[config.mk]
export PLATFORM = sky130hd
export DESIGN_NAME = alu_issue_stage
export DESIGN_NICKNAME = d
export VERILOG_FILES = /design/src/rtl/alu_issue_stage.sv
export SDC_FILE = /design/constraint.sdc
export NUM_CORES = 1
export LEC_CHECK = 0
export BUFFER_PORTS_ARGS = -buffer_cell sky130_fd_sc_hd__buf_4
export CORE_MARGIN = 8
export CORE_UTILIZATION = 50
export CTS_BUF_LIST = sky130_fd_sc_hd__clkbuf_8
export DETAILED_ROUTE_END_ITERATION = 10
export GPL_TIMING_DRIVEN = 1
export PLACE_DENSITY = 0.74
export SLEW_MARGIN = 10
export SYNTH_ARGS = -nofsm -noshare
export SYNTH_HDL_FRONTEND = slang
export SYNTH_SLANG_ARGS = --single-unit
[constraint.sdc]
create_clock -name clk -period 6.96 [get_ports clk]
set_clock_uncertainty 0.05 [all_clocks]
set_input_delay 0.348 -clock clk [delete_from_list [all_inputs] [get_ports clk]]
set_output_delay 0.348 -clock clk [all_outputs]
set_load 0.01 [all_outputs]
[src/rtl/alu_issue_stage.sv]
// ID/EX issue stage: decodes LEGv8 opcodes into ALU operands/select, with a
// 2-entry skid buffer (main M drives outputs, skid S absorbs one stalled beat).
module alu_issue_stage #(
    parameter int ANCHO = 64,
    parameter int OPW   = 11
) (
    input  logic             clk,
    input  logic             reset,
    input  logic             flush,
    input  logic             in_valid,
    output logic             in_ready,
    input  logic [OPW-1:0]   opcode,
    input  logic [ANCHO-1:0] rn_data,
    input  logic [ANCHO-1:0] rm_data,
    input  logic [ANCHO-1:0] imm,
    output logic             out_valid,
    input  logic             out_ready,
    output logic [ANCHO-1:0] A,
    output logic [ANCHO-1:0] B,
    output logic [3:0]       ALU_Sel,
    output logic             illegal
);

    localparam logic [3:0] SEL_AND = 4'b0000;
    localparam logic [3:0] SEL_OR  = 4'b0001;
    localparam logic [3:0] SEL_ADD = 4'b0010;

    typedef struct packed {
        logic [ANCHO-1:0] a;
        logic [ANCHO-1:0] b;
        logic [3:0]       sel;
        logic             ill;
    } ent_t;

    ent_t             w_dec;
    logic [ANCHO-1:0] w_neg_rm;
    logic [ANCHO-1:0] w_neg_imm;
    logic             w_acc;
    logic             w_m_free;
    logic             w_s_vld_nxt;

    ent_t r_m;
    ent_t r_s;
    logic r_m_vld;
    logic r_s_vld;
    logic r_in_ready;

    // Two's-complement negation wraps at ANCHO bits, so -0 = 0 and -MIN = MIN.
    assign w_neg_rm  = ~rm_data + ANCHO'(1);
    assign w_neg_imm = ~imm + ANCHO'(1);

    always_comb begin
        w_dec = '0;
        casez (opcode)
            11'b10001011000: begin w_dec.a = rn_data; w_dec.b = rm_data;   w_dec.sel = SEL_ADD; end
            11'b11001011000: begin w_dec.a = rn_data; w_dec.b = w_neg_rm;  w_dec.sel = SEL_ADD; end
            11'b10001010000: begin w_dec.a = rn_data; w_dec.b = rm_data;   w_dec.sel = SEL_AND; end
            11'b10101010000: begin w_dec.a = rn_data; w_dec.b = rm_data;   w_dec.sel = SEL_OR;  end
            11'b1001000100?: begin w_dec.a = rn_data; w_dec.b = imm;       w_dec.sel = SEL_ADD; end
            11'b1101000100?: begin w_dec.a = rn_data; w_dec.b = w_neg_imm; w_dec.sel = SEL_ADD; end
            11'b11111000010,
            11'b11111000000: begin w_dec.a = rn_data; w_dec.b = imm;       w_dec.sel = SEL_ADD; end
            // CBZ: Rt OR 0 lets the ALU zero flag resolve the branch.
            11'b10110100???: begin w_dec.a = rm_data; w_dec.b = '0;        w_dec.sel = SEL_OR;  end
            default:         w_dec.ill = 1'b1;
        endcase
    end

    assign w_acc       = in_valid && r_in_ready;
    assign w_m_free    = !r_m_vld || out_ready;
    assign w_s_vld_nxt = w_m_free ? (r_s_vld && w_acc) : (r_s_vld || w_acc);

    always_ff @(posedge clk) begin
        if (reset) begin
            r_m        <= '0;
            r_s        <= '0;
            r_m_vld    <= 1'b0;
            r_s_vld    <= 1'b0;
            r_in_ready <= 1'b1;
        end else if (flush) begin
            r_m_vld    <= 1'b0;
            r_s_vld    <= 1'b0;
            r_in_ready <= 1'b1;
        end else begin
            if (w_m_free) begin
                if (r_s_vld) begin
                    r_m     <= r_s;
                    r_m_vld <= 1'b1;
                    if (w_acc) r_s <= w_dec;
                end else begin
                    r_m_vld <= w_acc;
                    if (w_acc) r_m <= w_dec;
                end
            end else if (w_acc) begin
                r_s <= w_dec;
            end
            r_s_vld    <= w_s_vld_nxt;
            r_in_ready <= !w_s_vld_nxt;
        end
    end

    assign in_ready  = r_in_ready;
    assign out_valid = r_m_vld;
    assign A         = r_m.a;
    assign B         = r_m.b;
    assign ALU_Sel   = r_m.sel;
    assign illegal   = r_m.ill;

endmodule

# == Word-level counts from Yosys, hierarchy flattened ==
# Index checks and enable logic that the tools add are counted.
# totals
register_bits,269
inputBits,208
output_inout_bits,135
wordCells,47
# op_classes
add_sub_neg,2
n_eq_ne,10
muxes,9
bitwise,3
reduce_logical,12
# op_table
operator,n
$pmux W132 S7,1
$mux W133,5
$add A64 B1 Y64 const B,2
$not A64 Y64,2
$eq A11 B11 Y1 const B,6
$eq A10 B10 Y1 const B,2
$reduce_or A9 Y1,1
$eq A8 B8 Y1 const B,1
$mux W1,3
$reduce_and A3 Y1,1
$reduce_or A3 Y1,1
$logic_and A1 B1 Y1,2
$logic_not A1 Y1,2
$logic_or A1 B1 Y1,2
$ne A2 B1 Y1 const B,1
$reduce_and A2 Y1,1
$reduce_bool A2 Y1,1
$reduce_or A2 Y1,1
$not A1 Y1,1

# == Logic depth before layout (Yosys ltp) ==
# logic_depth
ltp_word,6
ltp_mapped,19
depth_no_buf,12

# == Worst setup path before layout ==
# No wires, ideal clock.
# synth_timing
path_type,input-to-reg
from,input port opcode[10]
to,register r_m (netlist bit B[52])
setup_time_ns,0.142
arrival_time_ns,4.686
required_ns,6.768
setup_slack_ns,2.082
cell_stages,19
n_path_buf,7
cell_sequence,and2_0 nand3_1 buf_2 clkbuf_1 buf_1 buf_1 clkbuf_1 clkbuf_1 mux2i_1 ha_1 inv_1 a41oi_1 o21ai_0 clkbuf_1 a2111oi_4 nand4b_1 xor2_1 a222oi_1 a311oi_1
# synth_between
elab_chain_cells,5
word_cells_on_any_way,13
classes_between,eq/ne: 9; mux: 3; reduce/logical: 1
# synth_rtl
item,line,text
from (decl),12,"input logic [OPW-1:0] opcode,"
$eq A11 B11 Y1 / $eq A10 B10 Y1 (equally long branches),54,casez (opcode)
$reduce_or A3 Y1 (no line),n/a,
$pmux W132 S7 *,54,
$mux W133 *,92,if (w_acc) r_m <= w_dec;
$mux W133 *,86,if (r_s_vld) begin
to (signal assigned),87,r_m <= r_s;
to (signal assigned),92,
to (decl),42,ent_t r_m;
# Mark *: on every way between the ends. The rest lies on a longest branch, timed or not. The select of a mux whose other input is x is not followed.
# A chain may end at the register's enable or synchronous reset.

# == Worst setup path in the final report ==
# layout_timing
from,input port opcode[6]
to,register r_m (netlist bit B[38])
# Same word-level chain as after synthesis.

==> out/results.tsv <==
stage	metric	value	unit
detailed_routing	via_per_inst	6.58	
floorplan	ios	343	
logic_synthesis	synth_edf_count	0	
logic_synthesis	synth_top_area_cell	dfxtp_1	
logic_synthesis	synthArstFlopShare	0	%
cts	ctsHoldBuffers	1	
global_route	grt_pass1_vias	16400	
finish	nNetsFinal	2484	
detailed_routing	drt_iter0_drc	2066	
logic_synthesis	synth_flop_cell	dfxtp_1	
finish	mostFrequentLayoutCell	buf_4	
sta	fin_tns_setup	0	ps
floorplan	core-area	0.0305	sq mm
floorplan	die_x	192	microns
logic_synthesis	ys.warnings.count	0	
cts	cts_made_buffers	47	
setup_path	critical-path-top-delay-family	simple AND/OR/NAND/NOR gates	
setup_path	crit_cells	15	
logic_synthesis	synth_area_leaders	dfxtp_1 (34%), nand2_1 (7.2%), o21ai_0 (5.6%), a211oi_1 (4.4%), nor2_1 (4.4%)	
floorplan	start_util	50.8	%
cts	cts_resized	0	
logic_synthesis	synth_top_cell_area_share	34.3	%
sta	final.min_clock_period	4250	ps
setup_path	startpoint	opcode[6]	
setup_path	endpoint	B[38]	
floorplan	die_h	192	microns
setup_path	path_common_cell	buf_4	
setup_path	reg2reg_depth	5	
global_route	grt_first_pass_wirelength	97400	microns
logic_synthesis	seq_area_frac_synth	34.3	%
logic_synthesis	syn_area_per_cell	7.55	sq um
cts	htree_levels	2	
cts	postCtsSetupRepairBufs	0	
setup_path	cp_cell_sequence	buf_4 > nor4b_1 > buf_4 > nand3_4 > mux2i_1 > ha_1 > inv_1 > a41oi_1 > o21ai_0 > buf_4 > nor4_2 > nand3_1 > a22o_1 > a221oi_1 > o221ai_1	
sta	fin_crit_sh	61.0	%
sta	hold_viol	0	
power	finalPower	3.45	mW
detailed_routing	vias	17800	
finish	post-route-util	62.5	%
power	p_leak	6.75	nW
sta	final.setup.worst_slack	2710	ps
sta	rsz0062_at_grt	no	
logic_synthesis	synth.distinct_cells	88	
detailed_routing	remaining_drc_errors	0	
setup_path	required	7340	ps
global_route	grt-ovfl-total	0	
setup_path	r2r-end	B[0]	
detailed_routing	wl	65000	microns
logic_synthesis	synthesis.area	0.0155	sq mm
placement	place.gp.congestion	0.966	
finish	drive_above_1_share	20.9	%
cts	clock_latency	580	ps
setup_path	crit_type	in2reg	
outcome	status	completed	
sta	fmax	236	MHz
logic_synthesis	ys_ff_latch	265	
cts	cts_tree	yes	
setup_path	cpMaxStageDelayCell	nor4_2	
global_route	grt_max_degree	129	
setup_path	crit_fanout	51	
detailed_routing	wl_per_cell	24.0	microns
sta	setup_viol	0	
sta	slew-limit-headroom	20.1	%
power	irDropWorstVdd	0.129	mV
finish	area_growth	23.2	%
run	cap_violations	0	
setup_path	cp_num_buf_inv	4	
finish	final_cell_mix	buf_4 (366), nand2_1 (296), dfxtp_1 (264)	
power	p_per_area	181	mW/mm^2
setup_path	cp.arrival	4630	ps
cts	clk_pin_slew	60	ps
detailed_routing	first_pass_iters	7	
detailed_routing	antenna_left	0	
cts	cts.sinks	265	
sta	holdWs	48.2	ps
placement	portBuffers	340	
worst_hold_path	hp-start	rm_data[58]	
setup_path	worstSetupStartpointType	input port	
floorplan	die_area	0.0369	sq mm
cts	clock_path_buffers	3	
cts	clockRootBuffer	clkbuf_8	
setup_path	endpoint_kind	flop	
worst_hold_path	hp-class	in2reg	
setup_path	cpPeakStageDelay	900	ps
placement	dp_hpwl	44800	microns
logic_synthesis	synth_cells	2052	
setup_path	rr_startpoint	r_s_vld	
global_route	antenna_found_initial	6	
sta	tightest_slew	1200	ps
placement	place_ws	2220	ps
global_route	grt.total_usage	33.5	%
floorplan	rows	64	
setup_path	regToRegSetupSlack	3930	ps
sta	drv_slew	0	
worst min-delay path by stage:
stage / cells after the start / endpoint / slack (ps)
global placement: 2 / A[54] / 390
finish: 3 / r_s[63] / 50
floorplan: 2 / r_s[16] / 380
CTS: 3 / r_s[63] / 40
detailed placement: 2 / B[57] / 400
global route: 3 / r_s[63] / 50
where the power goes:
part           internal, mW  leakage, nW  switching, mW
clock                 0.825        0.565          0.678
sequential             1.54         2.14         0.0134
combinational         0.147         4.04          0.248
cell type report:
| cell class | instances | area, sq um |
|---|---|---|
| Antenna cell | 6 | 15.0 |
| Sequential cell | 265 | 5310 |
| Inverter | 9 | 33.8 |
| Timing Repair Buffer | 368 | 2770 |
| Clock inverter | 23 | 143 |
| Clock buffer | 61 | 840 |
| Tap cell | 396 | 495 |
| Multi-Input combinational cell | 1584 | 9470 |
| Fill cell | 2766 | 11400 |
through the flow:
stage	cell area (sq um)	std cells
after floorplan	15500	2053
after detailed placement	18100	2621
after CTS	19100	2706
final	19100	2712
after global routing	19100	2708
after global placement	18100	2621
cell usage after synthesis (4+ instances only):
master / count
mux2_2: 9
a22o_1: 15
buf_2: 5
o211ai_1: 23
nand4_1: 19
a222oi_1: 10
and3_1: 6
nand4b_1: 5
nor4b_1: 6
nor3_1: 69
a21oi_1: 131
or4_1: 24
o21ai_0: 172
and2_1: 6
dfxtp_1: 265
clkbuf_1: 166
a211oi_1: 90
inv_1: 9
xor2_1: 41
a211o_1: 8
nand2_1: 296
a21boi_0: 4
a31oi_1: 25
nor2_1: 180
a22oi_1: 89
or2_2: 4
nor2b_1: 5
a221oi_1: 10
o311ai_0: 4
a311oi_1: 20
o22ai_1: 6
buf_1: 19
nand3_1: 32
o221ai_1: 22
xnor2_1: 25
o31ai_1: 10
nand2b_1: 18
mux2i_1: 26
or3_1: 52
o21a_1: 5
nor4_1: 39
o41ai_1: 7
state kept, by name, indices dropped and copies added (netlist names):
name and cells:
r_s_vld 1, illegal 1, out_valid 1, ALU_Sel 2
r_s 131, B 64, A 64, in_ready 1
cell families (layout without fill, tap and decap cells):
kind of cell | Yosys count | count (layout) | share of synthesized area [%]
AO/OA/AOI/OAI | 693 | 693 | 30.2
other | 1 | 8 | 0.0242
buffers and inverters | 204 | 461 | 5.11
XOR/XNOR | 66 | 66 | 3.73
AND/OR/NAND/NOR | 786 | 786 | 24.2
flip-flops | 265 | 265 | 34.3
multiplexers | 36 | 36 | 2.41
adder cells (fa/ha/maj) | 1 | 1 | 0.0808
routing by layer:
layer	global-route usage [%]	routed length (microns)	up-vias
met5	0	14	-
met4	13.6	2800	2
met3	8.57	7820	187
met2	49.4	27900	1135
met1	45.9	26500	8424
li1	-	-	8092
worst min-delay path: cells and delay by family:
family / cells / cell delay (ps)
simple gates: 1 / 80
compound gates: 1 / 70
buf+inv: 1 / 140
No activity file was read; power rests on OpenSTA's default activity.
